## src/rtl/freq_sweep_pkg.sv

```systemverilog
// Shared types and default widths for the Doppler frequency-sweep controller.
package freq_sweep_pkg;

  localparam int unsigned PHASE_BITS_DEF    = 32;
  localparam int unsigned BIN_BITS_DEF      = 8;
  localparam int unsigned LEN_BITS_DEF      = 16;
  localparam int unsigned SETTLE_CYCLES_DEF = 2;

  typedef enum logic [2:0] {
    S_IDLE,
    S_LOAD,
    S_SETTLE,
    S_RUN,
    S_DONE
  } sweep_state_t;

endpackage

```

## src/rtl/sweep_counter.sv

```systemverilog
// Loadable up-counter with a terminal-count flag against a programmable last value.
module sweep_counter #(
  parameter int unsigned WIDTH = 8
) (
  input  logic             clk,
  input  logic             reset,
  input  logic             load,
  input  logic [WIDTH-1:0] load_val,
  input  logic             inc,
  input  logic [WIDTH-1:0] last,
  output logic [WIDTH-1:0] count,
  output logic             tc
);

  always_ff @(posedge clk or posedge reset) begin
    if (reset) begin
      count <= '0;
    end else if (load) begin
      count <= load_val;
    end else if (inc) begin
      count <= count + WIDTH'(1);
    end
  end

  assign tc = (count == last);

endmodule

```

## src/rtl/freq_sweep_ctrl.sv

```systemverilog
// Steps the sig_gen NCO across Doppler bins, flushing a settle window after each retune.
// Define FREQ_SWEEP_CONTINUOUS_EN for looping sweeps with a stop input.
module freq_sweep_ctrl
  import freq_sweep_pkg::*;
#(
  parameter int unsigned PHASE_BITS    = PHASE_BITS_DEF,
  parameter int unsigned BIN_BITS      = BIN_BITS_DEF,
  parameter int unsigned LEN_BITS      = LEN_BITS_DEF,
  parameter int unsigned SETTLE_CYCLES = SETTLE_CYCLES_DEF
) (
  input  logic                  clk,
  input  logic                  reset,
  input  logic                  start,
  input  logic [PHASE_BITS-1:0] freq_start,
  input  logic [PHASE_BITS-1:0] freq_incr,
  input  logic [BIN_BITS-1:0]   num_bins,
  input  logic [LEN_BITS-1:0]   samples_per_bin,
  input  logic                  s_axis_data_tvalid,
  output logic [PHASE_BITS-1:0] freq_step,
  output logic                  m_axis_data_tready,
  output logic                  sample_keep,
  output logic [BIN_BITS-1:0]   bin_index,
  output logic                  bin_start,
  output logic                  bin_last,
  output logic                  busy,
  output logic                  done
`ifdef FREQ_SWEEP_CONTINUOUS_EN
  ,
  input  logic                  stop
`endif
);

  localparam int unsigned SET_W = (SETTLE_CYCLES > 1) ? $clog2(SETTLE_CYCLES) : 1;

  sweep_state_t          state;
  logic [PHASE_BITS-1:0] fs_q;
  logic [PHASE_BITS-1:0] fi_q;
  logic [BIN_BITS-1:0]   nb_q;
  logic [LEN_BITS-1:0]   spb_q;
  logic                  run_q;

  logic                  settle_tc;
  logic                  samp_tc;
  logic                  bin_tc;
  logic                  samp_final;
  logic                  wrap;
  logic                  pass_end;
  logic                  to_done;
  logic                  to_idle;
  logic [PHASE_BITS-1:0] next_freq;
  logic                  next_last;
  logic [SET_W-1:0]      settle_cnt_unused;
  logic [LEN_BITS-1:0]   samp_cnt_unused;

  // run_q mirrors state==RUN so the keep qualifier is a single flop ANDed with valid
  assign sample_keep = run_q & s_axis_data_tvalid;
  assign samp_final  = sample_keep & samp_tc;

`ifdef FREQ_SWEEP_CONTINUOUS_EN
  logic stop_q;
  logic halt;
  assign halt     = stop | stop_q;
  assign wrap     = bin_tc & ~halt;
  assign pass_end = bin_tc;
  assign to_done  = 1'b0;
  assign to_idle  = halt;
`else
  assign wrap     = 1'b0;
  assign pass_end = bin_tc;
  assign to_done  = bin_tc;
  assign to_idle  = 1'b0;
`endif

  assign next_freq = wrap ? fs_q : (freq_step + fi_q);
  assign next_last = wrap ? (nb_q == BIN_BITS'(1))
                          : ((bin_index + BIN_BITS'(1)) == (nb_q - BIN_BITS'(1)));

  sweep_counter #(.WIDTH(SET_W)) u_settle_cnt (
    .clk      (clk),
    .reset    (reset),
    .load     (state != S_SETTLE),
    .load_val ('0),
    .inc      (state == S_SETTLE),
    .last     (SET_W'(SETTLE_CYCLES - 1)),
    .count    (settle_cnt_unused),
    .tc       (settle_tc)
  );

  // spb_q - 1 wraps to all-ones when samples_per_bin is 0, giving a full 2^LEN_BITS bin
  sweep_counter #(.WIDTH(LEN_BITS)) u_samp_cnt (
    .clk      (clk),
    .reset    (reset),
    .load     (~run_q | samp_final),
    .load_val ('0),
    .inc      (sample_keep),
    .last     (spb_q - LEN_BITS'(1)),
    .count    (samp_cnt_unused),
    .tc       (samp_tc)
  );

  sweep_counter #(.WIDTH(BIN_BITS)) u_bin_cnt (
    .clk      (clk),
    .reset    (reset),
    .load     ((state == S_LOAD) | (samp_final & wrap)),
    .load_val ('0),
    .inc      (samp_final & ~bin_tc),
    .last     (nb_q - BIN_BITS'(1)),
    .count    (bin_index),
    .tc       (bin_tc)
  );

  always_ff @(posedge clk or posedge reset) begin
    if (reset) begin
      state              <= S_IDLE;
      fs_q               <= '0;
      fi_q               <= '0;
      nb_q               <= '0;
      spb_q              <= '0;
      freq_step          <= '0;
      m_axis_data_tready <= 1'b0;
      run_q              <= 1'b0;
      bin_start          <= 1'b0;
      bin_last           <= 1'b0;
      busy               <= 1'b0;
      done               <= 1'b0;
`ifdef FREQ_SWEEP_CONTINUOUS_EN
      stop_q             <= 1'b0;
`endif
    end else begin
      bin_start <= 1'b0;
      done      <= 1'b0;
`ifdef FREQ_SWEEP_CONTINUOUS_EN
      if (state == S_IDLE) begin
        stop_q <= 1'b0;
      end else if (stop) begin
        stop_q <= 1'b1;
      end
`endif
      unique case (state)
        S_IDLE: begin
          if (start) begin
            fs_q  <= freq_start;
            fi_q  <= freq_incr;
            nb_q  <= num_bins;
            spb_q <= samples_per_bin;
            busy  <= 1'b1;
            if (num_bins == '0) begin
              state <= S_DONE;
              done  <= 1'b1;
            end else begin
              state <= S_LOAD;
            end
          end
        end
        S_LOAD: begin
          freq_step          <= fs_q;
          m_axis_data_tready <= 1'b1;
          bin_last           <= (nb_q == BIN_BITS'(1));
          if (SETTLE_CYCLES == 0) begin
            state     <= S_RUN;
            run_q     <= 1'b1;
            bin_start <= 1'b1;
          end else begin
            state <= S_SETTLE;
          end
        end
        S_SETTLE: begin
          if (settle_tc) begin
            state     <= S_RUN;
            run_q     <= 1'b1;
            bin_start <= 1'b1;
          end
        end
        S_RUN: begin
          if (samp_final) begin
            done <= pass_end;
            if (to_done || to_idle) begin
              state              <= to_done ? S_DONE : S_IDLE;
              busy               <= to_done;
              m_axis_data_tready <= 1'b0;
              run_q              <= 1'b0;
              bin_last           <= 1'b0;
            end else begin
              freq_step <= next_freq;
              bin_last  <= next_last;
              if (SETTLE_CYCLES == 0) begin
                bin_start <= 1'b1;
              end else begin
                state <= S_SETTLE;
                run_q <= 1'b0;
              end
            end
          end
        end
        S_DONE: begin
          state <= S_IDLE;
          busy  <= 1'b0;
        end
        default: state <= S_IDLE;
      endcase
    end
  end

endmodule

```

## config.mk

```make
export PLATFORM = sky130hd
export DESIGN_NAME = freq_sweep_ctrl
export DESIGN_NICKNAME = d
export VERILOG_FILES = /design/src/rtl/freq_sweep_pkg.sv /design/src/rtl/sweep_counter.sv /design/src/rtl/freq_sweep_ctrl.sv
export SDC_FILE = /design/constraint.sdc
export NUM_CORES = 1
export LEC_CHECK = 0
export ABC_CLOCK_PERIOD_IN_PS = 10100
export CORE_MARGIN = 3
export CORE_UTILIZATION = 35
export CTS_BUF_LIST = sky130_fd_sc_hd__clkbuf_8
export CTS_CLUSTER_DIAMETER = 200
export DETAILED_ROUTE_END_ITERATION = 7
export GPL_ROUTABILITY_DRIVEN = 0
export HOLD_SLACK_MARGIN = 0.02
export REMOVE_ABC_BUFFERS = 1
export SETUP_SLACK_MARGIN = 0.1
export SYNTH_ARGS = -nofsm -noshare
export SYNTH_HDL_FRONTEND = slang
export SYNTH_SLANG_ARGS = --single-unit
```

## constraint.sdc

```tcl
create_clock -name clk -period 10.1 [get_ports clk]
set_input_delay 2.02 -clock clk [delete_from_list [all_inputs] [get_ports clk]]
set_output_delay 2.02 -clock clk [all_outputs]
set_load 0.02 [all_outputs]
```

==> impl_results.md <==
- Static Leak: 4.93 nW
- Status: finished clean
- Worst Path Max Fanout: 7
- Layout net count: 1138
- Met1 usage: 0.220
- DR pass1 iterations: 4
- End of the critical path: sample_keep
- RSZ-0062 raised after global routing: false
- CTS Buf Count: 17
- YS warnings: 0
- Most used cell, CP: clkdlybuf4s50_1
- WL per Instance: 15.7 um
- Startpoint Class: input pin
- CTS tree: yes
- PortBufs: 137
- First-pass GRT wire length: 34900 um
- Hold slack: 497 ps
- Total core area: 24600 um^2
- Drt total wl: 21200 um
- Worst-path clk slew: 80 ps
- Rel. slew slack: 0.362
- Measured slew at the worst slew-check pin: 957 ps
- Die Y-Extent: 165 um
- Die Area: 27200 um^2
- Critical path class: in -> out
- Busiest grt layer: met2
- Register area: 3850 um^2
- Number of enable flip-flop cells after synthesis: 0
- Initial Util: 0.359
- Met2 usage: 0.260
- IO Count: 138
- Count of final setup violators: 0
- Initial antenna violation count: 1
- Layout Skew: 21.0 ps
- Critical path data required time: 8080 ps
- Chip width: 165 um
- Synthesis-stage register bit count: 154
- FF-to-FF End: freq_step[30]
- Cell breakdown of the critical path: clkdlybuf4s50_1 > and2_1 > clkdlybuf4s50_1
- Area Overhead vs Synth: 23.2%
- Hold Vio Cnt, Final: 0
- # hold bufs at CTS: 0
- FF-to-FF path depth: 11
- # fillers: 2372
- Async set-reset flop share out of synthesis: 1.00
- GR Util All Layers: 0.162
- Post-CTS Setup Bufs: 0
- Setup TNS: 0 ps
- DRC Markers: 0
- Mapped cell area: 8840 um^2
- Max cap viols: 0
- Crit-path max cell delay: 620 ps
- Worst setup EP type: output port
- HP Class: reg -> reg
- Pwr Density: 142 nW/um^2
- Share of cells above drive strength 1: 0.145
- Clk buf depth: 2
- Minimum clock period: 5460 ps
- Final slew viol count: 0
- # H-tree levels: 4
- CTS root buf: clkbuf_8
- Syn Area/Cell: 10.0 um^2
- Gr ovfl total: 0
- Ys flop type: dfrtp_1
- Routed Antenna Nets: 0
- Final core utilization: 0.442
- Sink Count: 154
- Area taken by multi-input logic gates: 4720 um^2
- Row Count: 57
- Fmax: 183 MHz
- Fin crit share: 0.540
- Yosys cell types: 76
- Met3 Use GR: 0.0364
- Largest net degree at the start of global routing: 83
- Post-synthesis cell count: 880
- Critical path origin: s_axis_data_tvalid
- Peak supply drop: 0.0647 mV
- Routed vias: 6839
- Number of global-route vias before repair: 6672
- HPWL Detailed: 15000 um
- PostCTS Resize Cnt: 0
- Initial drt markers: 287
- Crit path arrival time: 3440 ps
- Vias per cell: 5.08
- R2R Setup Slk: 6670 ps
- Slowest CP cell: clkdlybuf4s50_1
- Worst-Skew Late Latency: 470 ps
- Register area share after synthesis: 0.436
- FF-to-FF Start: freq_step[13]
area by class of cell:
class,instances,share of cell area
diodes,1,0.000230
flip-flops and latches,154,0.354
repair buffers,143,0.130
multi-input cells,670,0.434
clock buffers,19,0.0240
clock inverters,13,0.0122
inverters,23,0.00839
well taps,324,0.0372
placed cells by master, fill, tap and decap left out, drive strengths merged, types with 4 or more instances in the layout:
master,instances
clkdlybuf4s50,137
nand3,27
nor2b,8
nand4,10
xor2,28
o21a,4
mux2i,5
dfrtp,154
buf,6
and3,7
mux2,83
a211oi,5
or3,7
o21bai,8
inv,30
nor4,8
a21o,13
nor2,106
a21oi,69
clkbuf,19
o22ai,5
nor3,13
nand2b,9
xnor2,50
ha,36
a31oi,15
nand2,69
o21ai,37
layer usage:
| layer | vias up | wire length (um) |
|---|---|---|
| li1 | 3371 | - |
| met1 | 3305 | 10100 |
| met2 | 146 | 9800 |
| met3 | 17 | 1000 |
| met4 | 0 | 280 |
| met5 | - | 0 |
kinds of logic after synthesis:
kind of cell | after synthesis | share of synthesized area
adder cells (fa/ha/maj) | 37 | 0.0532
AO/OA/AOI/OAI | 178 | 0.130
multiplexers | 88 | 0.111
buffers and inverters | 56 | 0.0309
AND/OR/NAND/NOR | 289 | 0.161
XOR/XNOR | 78 | 0.0781
flip-flops | 154 | 0.436
stage by stage:
step | setup WS, ps | instances | cell area [um^2] | power [mW]
2_1_floorplan | 3580 | 847 | 8650 | 0.921
3_3_place_gp | 4660 | 1314 | 10500 | 1.08
3_5_place_dp | 4650 | 1314 | 10500 | 1.08
4_1_cts | 4640 | 1346 | 10900 | 1.57
5_1_grt | 4620 | 1347 | 10900 | 1.64
6_report | 4640 | 1347 | 10900 | 1.54
how the worst min path moves through the flow:
| stage | from | end | slack, ps | cells after the start |
|---|---|---|---|---|
| after global placement | u_settle_cnt.count | u_settle_cnt.count | 480 | 1 |
| after detailed placement | u_settle_cnt.count | u_settle_cnt.count | 480 | 1 |
| after floorplan | u_settle_cnt.count | u_settle_cnt.count | 440 | 1 |
| after CTS | u_settle_cnt.count | u_settle_cnt.count | 490 | 1 |
| after global routing | u_settle_cnt.count | u_settle_cnt.count | 510 | 1 |
| final | u_settle_cnt.count | u_settle_cnt.count | 500 | 1 |
synthesized netlist by cell type, types with 2 or more instances:
library cell | n | area share
o21bai_1 | 8 | 0.0068
nand4_1 | 10 | 0.0071
or3_1 | 7 | 0.0050
nor2_1 | 106 | 0.045
buf_2 | 2 | 0.0011
o21a_1 | 4 | 0.0034
nand2b_1 | 8 | 0.0057
and2b_1 | 2 | 0.0017
inv_1 | 23 | 0.0098
nor2b_1 | 8 | 0.0057
nor4_1 | 6 | 0.0042
ha_1 | 36 | 0.051
a21oi_1 | 69 | 0.039
buf_6 | 8 | 0.010
dfrtp_1 | 154 | 0.44
a211oi_1 | 5 | 0.0042
and3b_1 | 2 | 0.0020
nand3_1 | 26 | 0.015
o22ai_1 | 4 | 0.0028
mux2i_1 | 5 | 0.0057
nor3_1 | 12 | 0.0068
and2_1 | 2 | 0.0014
mux2_2 | 83 | 0.11
a21o_1 | 13 | 0.011
a2111oi_0 | 2 | 0.0020
o211ai_1 | 3 | 0.0025
clkbuf_1 | 22 | 0.0093
and4_1 | 2 | 0.0020
nor3b_1 | 3 | 0.0025
or2_2 | 3 | 0.0021
xor2_1 | 28 | 0.028
o21ai_0 | 35 | 0.020
and3_1 | 7 | 0.0050
nand2_1 | 69 | 0.029
xnor2_1 | 49 | 0.049
a31oi_1 | 14 | 0.0099
where the power goes:
part	switching (mW)	internal (mW)
clock	0.261	0.215
combinational	0.202	0.159
sequential	0.0501	0.656
critical path, delay by kind of cell:
family        cells  cell delay (ps)
simple gates      1              190
buf+inv           2             1220
flip-flops by register name (all words and copies together) (netlist names):
name                flops
freq_step              32
state                   3
busy                    1
fs_q                   32
spb_q                  16
fi_q                   32
bin_start               1
done                    1
m_axis_data_tready      1
u_settle_cnt.count      1
nb_q                    8
u_samp_cnt.count       16
u_bin_cnt.count         8
bin_last                1
run_q                   1
Note: power is estimated with default switching activity, not from simulation.
